===== src/rtl/mem_io_buf_pkg.sv =====
// Shared definitions for the memctrl-side I/O write buffer.
// IO_GAP_EN adds the GAP state that spaces successive UART drains by one cycle.
package mem_io_buf_pkg;

  // One queued I/O write: {addr[31:0], data[7:0]}.
  localparam int unsigned ENTRY_W = 40;

  typedef struct packed {
    logic [31:0] addr;
    logic [7:0]  data;
  } entry_t;

  typedef enum logic [1:0] {
    ST_IDLE  = 2'd0,
    ST_FLUSH = 2'd1
`ifdef IO_GAP_EN
    , ST_GAP = 2'd2
`endif
  } state_e;

  // The I/O region occupies addr[17:16] == 2'b11.
  function automatic logic is_io_addr(input logic [31:0] addr);
    return addr[17:16] == 2'b11;
  endfunction

endpackage


===== src/rtl/mem_io_buf_fifo.sv =====
// Generic synchronous FIFO with registered count and empty flag.
// Pushes into a full FIFO and pops from an empty one are ignored.
module io_fifo
  import mem_io_buf_pkg::*;
#(
  parameter int unsigned DEPTH = 8,
  parameter int unsigned PTR_W = 3,
  parameter int unsigned WIDTH = ENTRY_W
) (
  input  logic             clk,
  input  logic             rst,
  input  logic             push,
  input  logic             pop,
  input  logic [WIDTH-1:0] din,
  output logic [WIDTH-1:0] head,
  output logic [PTR_W:0]   count,
  output logic             full,
  output logic             empty
);

  localparam logic [PTR_W:0] FULL_CNT = (PTR_W + 1)'(DEPTH);

  logic [WIDTH-1:0] mem_q [DEPTH];
  logic [WIDTH-1:0] mem_d [DEPTH];
  logic [PTR_W-1:0] wr_ptr_q, wr_ptr_d;
  logic [PTR_W-1:0] rd_ptr_q, rd_ptr_d;
  logic [PTR_W:0]   count_q, count_d;
  logic             empty_q, empty_d;
  logic             do_push, do_pop;

  // Qualify push/pop against occupancy and compute next pointers and count.
  always_comb begin
    do_push  = push & (count_q != FULL_CNT);
    do_pop   = pop & (count_q != '0);
    wr_ptr_d = wr_ptr_q + PTR_W'(do_push);
    rd_ptr_d = rd_ptr_q + PTR_W'(do_pop);
    count_d  = count_q + (PTR_W + 1)'(do_push) - (PTR_W + 1)'(do_pop);
    empty_d  = (count_d == '0);
    mem_d    = mem_q;
    if (do_push) mem_d[wr_ptr_q] = din;
  end

  // Pointer, count and empty-flag registers.
  always_ff @(posedge clk) begin
    if (!rst) begin
      wr_ptr_q <= '0;
      rd_ptr_q <= '0;
      count_q  <= '0;
      empty_q  <= 1'b1;
    end else begin
      wr_ptr_q <= wr_ptr_d;
      rd_ptr_q <= rd_ptr_d;
      count_q  <= count_d;
      empty_q  <= empty_d;
    end
  end

  // Entry storage; contents are don't-care until written.
  always_ff @(posedge clk) begin
    mem_q <= mem_d;
  end

  assign head  = mem_q[rd_ptr_q];
  assign count = count_q;
  assign full  = (count_q == FULL_CNT);
  assign empty = empty_q;

endmodule


===== src/rtl/mem_io_buf.sv =====
// Byte-bus buffer between memctrl and the external memory/UART bus.
// I/O-region writes are queued and drained while the UART has room; RAM
// accesses and I/O reads pass through, with I/O reads held until all older
// queued writes are out. Define IO_GAP_EN to insert one idle cycle after
// every drain.
module mem_io_buf #(
  parameter int unsigned DEPTH = 8,
  parameter int unsigned PTR_W = 3
) (
  input  logic        clk,
  input  logic        rst,
  input  logic        rdy,
  input  logic        up_req,
  input  logic        up_wr,
  input  logic [31:0] up_addr,
  input  logic [7:0]  up_dout,
  output logic [7:0]  up_din,
  output logic        up_stall,
  output logic        ram_wr,
  output logic [31:0] ram_a,
  output logic [7:0]  ram_dout,
  input  logic [7:0]  ram_din,
  input  logic        io_buffer_full,
  output logic        buf_empty
);

  import mem_io_buf_pkg::*;

  state_e             state_q, state_d;
  entry_t             head, push_entry;
  logic [ENTRY_W-1:0] head_bits;
  logic [PTR_W:0]     count;
  logic               fifo_full, fifo_empty;
  logic               io, iow, ior, in_gap;
  logic               stall, bus_free, drain, push, pass;

  io_fifo #(
    .DEPTH(DEPTH),
    .PTR_W(PTR_W),
    .WIDTH(ENTRY_W)
  ) u_fifo (
    .clk  (clk),
    .rst  (rst),
    .push (push),
    .pop  (drain),
    .din  (push_entry),
    .head (head_bits),
    .count(count),
    .full (fifo_full),
    .empty(fifo_empty)
  );

  assign head       = entry_t'(head_bits);
  assign push_entry = '{addr: up_addr, data: up_dout};
  assign buf_empty  = fifo_empty;
  assign up_din     = ram_din;

`ifdef IO_GAP_EN
  assign in_gap = (state_q == ST_GAP);
`else
  assign in_gap = 1'b0;
`endif

  // Classify the incoming request.
  always_comb begin
    io  = up_req & is_io_addr(up_addr);
    iow = io & up_wr;
    ior = io & ~up_wr;
  end

  // Acceptance, push and drain decisions. A stalled I/O read leaves the bus
  // free so the queue ahead of it can drain; a pop never frees room for a
  // push in the same cycle because stall is decided from the current count.
  always_comb begin
    stall = 1'b0;
    if (!rdy || state_q == ST_FLUSH) stall = up_req;
    else if (iow)                    stall = fifo_full;
    else if (ior)                    stall = ~fifo_empty;
    bus_free = ~up_req | iow | (ior & stall);
    drain    = rdy & (count != '0) & ~io_buffer_full & bus_free & ~in_gap;
    push     = rdy & iow & ~stall;
    pass     = rdy & up_req & ~stall & ~iow;
  end

  // Next-state logic for the flush controller.
  always_comb begin
    state_d = state_q;
    if (rdy) begin
      case (state_q)
        ST_IDLE: begin
`ifdef IO_GAP_EN
          if (drain)                     state_d = ST_GAP;
          else
`endif
          if (ior && !fifo_empty)        state_d = ST_FLUSH;
        end
        ST_FLUSH: begin
`ifdef IO_GAP_EN
          if (drain)                     state_d = ST_GAP;
          else
`endif
          if (fifo_empty)                state_d = ST_IDLE;
        end
`ifdef IO_GAP_EN
        ST_GAP: begin
          state_d = (ior && !fifo_empty) ? ST_FLUSH : ST_IDLE;
        end
`endif
        default: state_d = ST_IDLE;
      endcase
    end
  end

  // Flush controller state register.
  always_ff @(posedge clk) begin
    if (!rst) state_q <= ST_IDLE;
    else      state_q <= state_d;
  end

  // External bus mux: a drain owns the bus, else a passing request, else idle.
  always_comb begin
    ram_wr   = 1'b0;
    ram_a    = '0;
    ram_dout = '0;
    up_stall = 1'b0;
    if (rst) begin
      up_stall = stall;
      if (drain) begin
        ram_wr   = 1'b1;
        ram_a    = head.addr;
        ram_dout = head.data;
      end else if (pass) begin
        ram_wr   = up_wr;
        ram_a    = up_addr;
        ram_dout = up_dout;
      end
    end
  end

endmodule

===== config.mk =====
export PLATFORM = sky130hd
export DESIGN_NAME = mem_io_buf
export DESIGN_NICKNAME = d
export VERILOG_FILES = /design/src/rtl/mem_io_buf_pkg.sv /design/src/rtl/mem_io_buf_fifo.sv /design/src/rtl/mem_io_buf.sv
export SDC_FILE = /design/constraint.sdc
export NUM_CORES = 1
export LEC_CHECK = 0
export CAP_MARGIN = 15
export CORE_MARGIN = 2
export CORE_UTILIZATION = 61
export CTS_CLUSTER_SIZE = 28
export DETAILED_ROUTE_END_ITERATION = 7
export PLACE_DENSITY = 0.83
export SYNTH_ARGS = -nofsm -noshare
export SYNTH_HDL_FRONTEND = slang
export SYNTH_SLANG_ARGS = --single-unit

===== constraint.sdc =====
create_clock -name clk -period 8.9 [get_ports clk]
set_input_delay 1.78 -clock clk [delete_from_list [all_inputs] [get_ports clk]]
set_output_delay 1.78 -clock clk [all_outputs]
set_load 0.05 [all_outputs]

==> results of run 1 <==
==> per-layer routing <==
layer,vias up,global-route usage,routed length (um)
li1,2780,-,-
met1,3357,0.333,10700
met2,331,0.388,13500
met3,50,0.0336,1940
met4,0,0.0697,563
met5,-,0,0
==> how the worst max path moves through the flow <==
stage	startpoint	end	slack [ns]	cells past startpoint
2_1_floorplan	up_req	u_fifo.mem_q[280]	3.07	4
3_3_place_gp	up_addr[16]	ram_a[17]	2.16	6
4_1_cts	up_addr[16]	ram_a[17]	1.97	6
6_report	up_addr[16]	ram_a[17]	1.98	6
3_5_place_dp	up_addr[16]	ram_a[17]	1.98	6
5_1_grt	up_addr[16]	ram_a[28]	1.81	6
==> power breakdown <==
| group | internal (mW) | switching, mW | leakage (nW) | total (mW) |
|---|---|---|---|---|
| Sequential | 1.72 | 0.0170 | 2.98 | 1.74 |
| Clock | 0.698 | 0.536 | 0.460 | 1.23 |
| Combinational | 0.122 | 0.141 | 1.52 | 0.263 |
==> registers in the layout, indices dropped and copies added, names as in the netlist <==
| register | count |
|---|---|
| u_fifo.rd_ptr_q | 3 |
| u_fifo.mem_q | 320 |
| u_fifo.empty | 1 |
| state_q | 1 |
| u_fifo.count | 4 |
| u_fifo.wr_ptr_q | 3 |
==> Yosys cell counts, drive strengths merged, types with 3 or more instances <==
master,n,area share
a22o,40,0.026
and2,7,0.0033
buf,23,0.015
clkbuf,18,0.0050
dfxtp,12,0.018
edfxtp,320,0.71
ha,8,0.0074
inv,6,0.0017
mux2,40,0.033
mux4,80,0.15
nand2,9,0.0025
nand2b,5,0.0023
nor2,9,0.0025
nor2b,3,0.0014
==> final cells by class <==
class,count,area [sq um],area share
multi-input cells,228,3370,0.217
clock inverters,16,129,0.00831
well taps,280,350,0.0226
flip-flops and latches,332,9860,0.635
clock buffers,41,813,0.0524
inverters,6,22.5,0.00145
repair buffers,100,971,0.0626
==> cells in the final DEF (no fill, tap or decap), types with 2 or more instances in the layout <==
master / instances
a21boi_0: 2
a21o_1: 2
a22o_1: 40
and2_1: 7
and4_2: 2
buf_4: 12
bufinv_16: 2
clkbuf_1: 10
clkbuf_16: 31
clkdlybuf4s50_1: 88
clkinv_1: 6
clkinv_2: 6
dfxtp_1: 9
dfxtp_4: 2
edfxtp_1: 320
ha_1: 8
inv_1: 6
mux2_2: 40
mux2i_1: 2
mux4_1: 61
mux4_2: 19
nand2_1: 9
nand2b_1: 5
nand3_1: 2
nor2_1: 3
nor2_4: 6
nor2b_1: 3
nor3_2: 2
xnor2_1: 2
xor2_1: 2
==> per-stage QoR <==
stage,setup WS (ns),utilization
after detailed placement,1.98,0.670
after CTS,1.97,0.713
final,1.98,0.713
after floorplan,3.07,-
after global placement,2.16,0.670
after global routing,1.81,0.713
==> kinds of logic (layout without fill, tap and decap cells) <==
family / after synthesis / in the layout / share of synthesized area
AND/OR/NAND/NOR: 44 / 44 / 0.0175
multiplexers: 122 / 122 / 0.186
XOR/XNOR: 4 / 4 / 0.00260
flip-flops: 332 / 332 / 0.732
AO/OA/AOI/OAI: 49 / 49 / 0.0315
adder cells (fa/ha/maj): 9 / 9 / 0.00893
buffers and inverters: 47 / 163 / 0.0216
==> worst max-delay path, delay by kind of cell <==
kind	cells	cell delay (ns)
compound gates	2	0.53
simple gates	2	1.25
buf+inv	2	1.55
==> flow_summary.toml, run 1 <==
[final_layout]
diodes = 0
post-route-cell-area_sq_mm = 0.0155
fin_nets = 762
syn2layout_area_growth_pct = 15.3
drive_gt1_frac = 0.176
n_fill_cell = 1237
final_cells = 1003

[worst_hold_path]
worstHoldEndpoint = "state_q[0]"
hp-class = "flip-flop to flip-flop"
min_from = "state_q[0]"
worstHoldPathCells = 1

[global_routing]
grtUsageTotal = 0.234
grt_pass1_wl_mm = 41.2
grt_remaining_overflow = 0
grt_pass1_vias = 6909
grt_max_degree = 82
antenna_found_initial = 0

[yosys]
async_flop_share = 0
avgSynthCellArea_sq_um = 22.2
seq_area_frac_synth = 0.732
netlist-cell-type-count = 38
ys_warn_count = 0
ys_seq_elements = 332
syn_inst = 607
syn-num-nets = 670
synthesis.area_sq_mm = 0.0135
synth_edf_count = 320
ys.flop_type = "edfxtp_1"

[timing]
finalSetupTns_ns = 0
setup_viol = 0
hold-worst-slack_ns = 0.580
max_slew.worst_pin.slew_ns = 1.08
skew_ns = 0.0113
maxSlewHeadroom = 0.281
max_freq_mhz = 145
period_share = 0.777
post-route-min-period_ns = 6.92
rsz0062_at_grt = "false"
hold_violations = 0
slew_viol_final = 0

[die]
fp.dieH_um = 153
row_count = 54
core_sq_mm = 0.0218
io_pins = 105
start_util = 0.618
design.die.area_sq_mm = 0.0233
die_x_um = 153

[worst_setup_path]
crit_slowest_cell = "and4_2"
start_kind = "input pin"
critical_path_class = "input pin to primary output"
reg2reg_setup_slack_ns = 5.68
crit_required_ns = 7.12
reg2reg_from = "u_fifo.count[2]"
cp.arrival_ns = 5.14
r2r_cells = 6
cp-end-kind = "primary output"
critPathMaxStageDelay_ns = 0.92
crit_top_cell = "clkdlybuf4s50_1"
r2r_end = "u_fifo.mem_q[190]"
crit_fanout = 40
path_cells = "clkdlybuf4s50_1 -> nand3_1 -> o21ai_1 -> and4_2 -> a22o_1 -> clkdlybuf4s50_1"

[routing]
wl_mm = 26.7
antenna_left = 0
via_per_inst = 6.50
post_drt_wl_per_cell_um = 26.6
drt-initial-drc-count = 647
vias = 6518
drt_first_pass_iters = 5
drc = 0

[status]
status = "complete, no violations"

[clocking]
post_cts_buffers = 0
insertion_delay_ns = 0.54
clock_path_buffers = 3
ctsResizeCount = 0
clk_pin_slew_ns = 0.05
htree_levels = 1
numCtsBuffers = 31
cts_tree = "built"
cts_sinks = 332
clockRootBuffer = "clkbuf_16"
cts_hold_buf = 0

[placed_design]
numPortBuffers = 88
place_area_sq_mm = 0.0146
dp.cells = 946
dp_hpwl_mm = 13.6
gp_congestion = 0.779

[power]
ir_worst_vdd_mv = 0.132
power.total_mw = 3.24
powerDensity_mw_per_mm2 = 209
p_leak_nw = 4.95

[run]
drv_cap = 0
(Power assumes the default switching activity.)
==> inputs of run 2 (changes only) <==
CORE_UTILIZATION = 58   (was 61)
PLACE_DENSITY = 0.79   (was 0.83)
clock period = 6.5 ns   (was 8.9 ns; I/O delays follow)
==> run 2 against run 1 <==
  * Non-clock buffer count increased by 3
  * Sequential share of layout area decreased by 0.51 points
  * Critical path depth increased by 1
  * Core utilization decreased by 2.4 points
  * Count of clock-buffer cells in the layout decreased by 4
  * Clock skew increased by 0.014 ns
  * Sequential power increased by 37%
  * Cell area increased by 0.81%
  * Combinational power increased by 38%
  * Clock power increased by 41%
  * First-iteration DRC count decreased by 20%
  * Via count decreased by 2.8%
  * Highest routed layer unchanged
==> flow_summary.toml, run 2 (synthesis gave the netlist of run 1 again) <==
[final_layout]
fin_nets = 765
multi_input_area_sq_mm = 0.00337
n_fill_cell = 1381
drive_gt1_frac = 0.187
fin_util = 0.689
register_area_sq_mm = 0.00986
syn2layout_area_growth_pct = 16.3
most-common-layout-cells = "edfxtp_1, clkdlybuf4s50_1, mux4_1"
top_register = "u_fifo.mem_q"
mostFrequentLayoutCell = "edfxtp_1"
diodes = 0
post-route-cell-area_sq_mm = 0.0156
largest_reg_flops = 320

[clocking]
clk_pin_slew_ns = 0.06
cts_tree = "built"
cts_hold_buf = 0
cts_sinks = 332
numCtsBuffers = 31
insertion_delay_ns = 0.57
clockRootBuffer = "clkbuf_16"
htree_levels = 1
ctsResizeCount = 0
post_cts_buffers = 0
clock_path_buffers = 3

[timing]
max_slew.worst_pin.slew_ns = 1.11
max_freq_mhz = 172
post-route-min-period_ns = 5.80
setup_viol = 0
hold_violations = 0
skew_ns = 0.0254
hold-worst-slack_ns = 0.553
slew_viol_final = 0
finalSetupTns_ns = 0
period_share = 0.892
maxSlewHeadroom = 0.257
rsz0062_at_grt = "false"

[power]
p_leak_nw = 4.99
power.total_mw = 4.48
powerDensity_mw_per_mm2 = 287
ir_worst_vdd_mv = 0.224

[routing]
drt_first_pass_iters = 5
wl_mm = 25.4
via_per_inst = 6.26
drc = 0
drt-initial-drc-count = 519
antenna_left = 0
vias = 6333
post_drt_wl_per_cell_um = 25.1

[placed_design]
numPortBuffers = 88
place_area_sq_mm = 0.0147
dp_hpwl_mm = 14.2
gp_congestion = 0.736

[global_routing]
grt_pass1_vias = 6607
grt_max_degree = 82
grt_remaining_overflow = 0
grt_pass1_wl_mm = 38.9
grtUsageTotal = 0.213
antenna_found_initial = 0

[worst_setup_path]
cp.arrival_ns = 4.50
crit_required_ns = 5.20
crit_fanout = 23
start_kind = "input pin"
cp-end-kind = "primary output"
critical_path_class = "input pin to primary output"

[die]
design.die.area_sq_mm = 0.0244
io_pins = 105
row_count = 55
start_util = 0.593
die_x_um = 156
fp.dieH_um = 156
core_sq_mm = 0.0227

[worst_hold_path]
hp-class = "flip-flop to flip-flop"

[run]
drv_cap = 0

[status]
status = "complete, no violations"
-- run 2: cell count changes in the layout (fill, tap and decap cells not counted), sizes merged --
| cell | before | now |
|---|---|---|
| clkbuf | 41 | 37 |
| clkinvlp | 1 | 5 |
| buf | 12 | 15 |
| bufinv | 2 | 3 |
| clkinv | 12 | 11 |
-- run 2: layout make-up --
type	instances	area share
inverter	6	0.00144
clock inverter	20	0.0122
tap	285	0.0228
multi-input combinational	228	0.216
sequential	332	0.630
clock buffer	37	0.0510
timing repair buffer	103	0.0667
-- run 2: path summary, 6_finish.rpt --
check / to / start / depth (start not counted) / slack [ns]
worst min register to register: state_q[0] / u_fifo.empty / 2 / 0.55
worst max register to register: u_fifo.mem_q[253] / u_fifo.count[2] / 6 / 3.36
worst min-delay path: state_q[0] / u_fifo.empty / 2 / 0.55
worst max-delay path: ram_a[16] / up_addr[17] / 7 / 0.70
-- run 2: per-stage QoR --
step	setup slack, ns	std cells
after detailed placement	0.732	954
final	0.701	1011
after global placement	0.828	954
after CTS	0.725	1011
after floorplan	1.15	607
after global routing	0.554	1011
-- run 2: critical path: stages --
cell and delay [ns]:
clkdlybuf4s50_1 0.74, nand3_1 0.28, o21ai_1 0.21, and4_2 0.62, buf_12 0.26, a22o_1 0.23
clkdlybuf4s50_1 0.83
-- run 2: power by group --
group	leakage (nW)	internal, mW	switching, mW
registers	2.98	2.36	0.0215
clock network	0.471	0.995	0.745
logic	1.54	0.171	0.193
total	4.99	3.52	0.959
-- run 2: per-layer routing --
metal | vias to the layer above | GRT usage | wire length, um
met5 | - | 0 | 0
met4 | 0 | 0.0507 | 412
met3 | 37 | 0.0288 | 1660
met2 | 222 | 0.365 | 13000
met1 | 3289 | 0.296 | 10300
li1 | 2785 | - | -
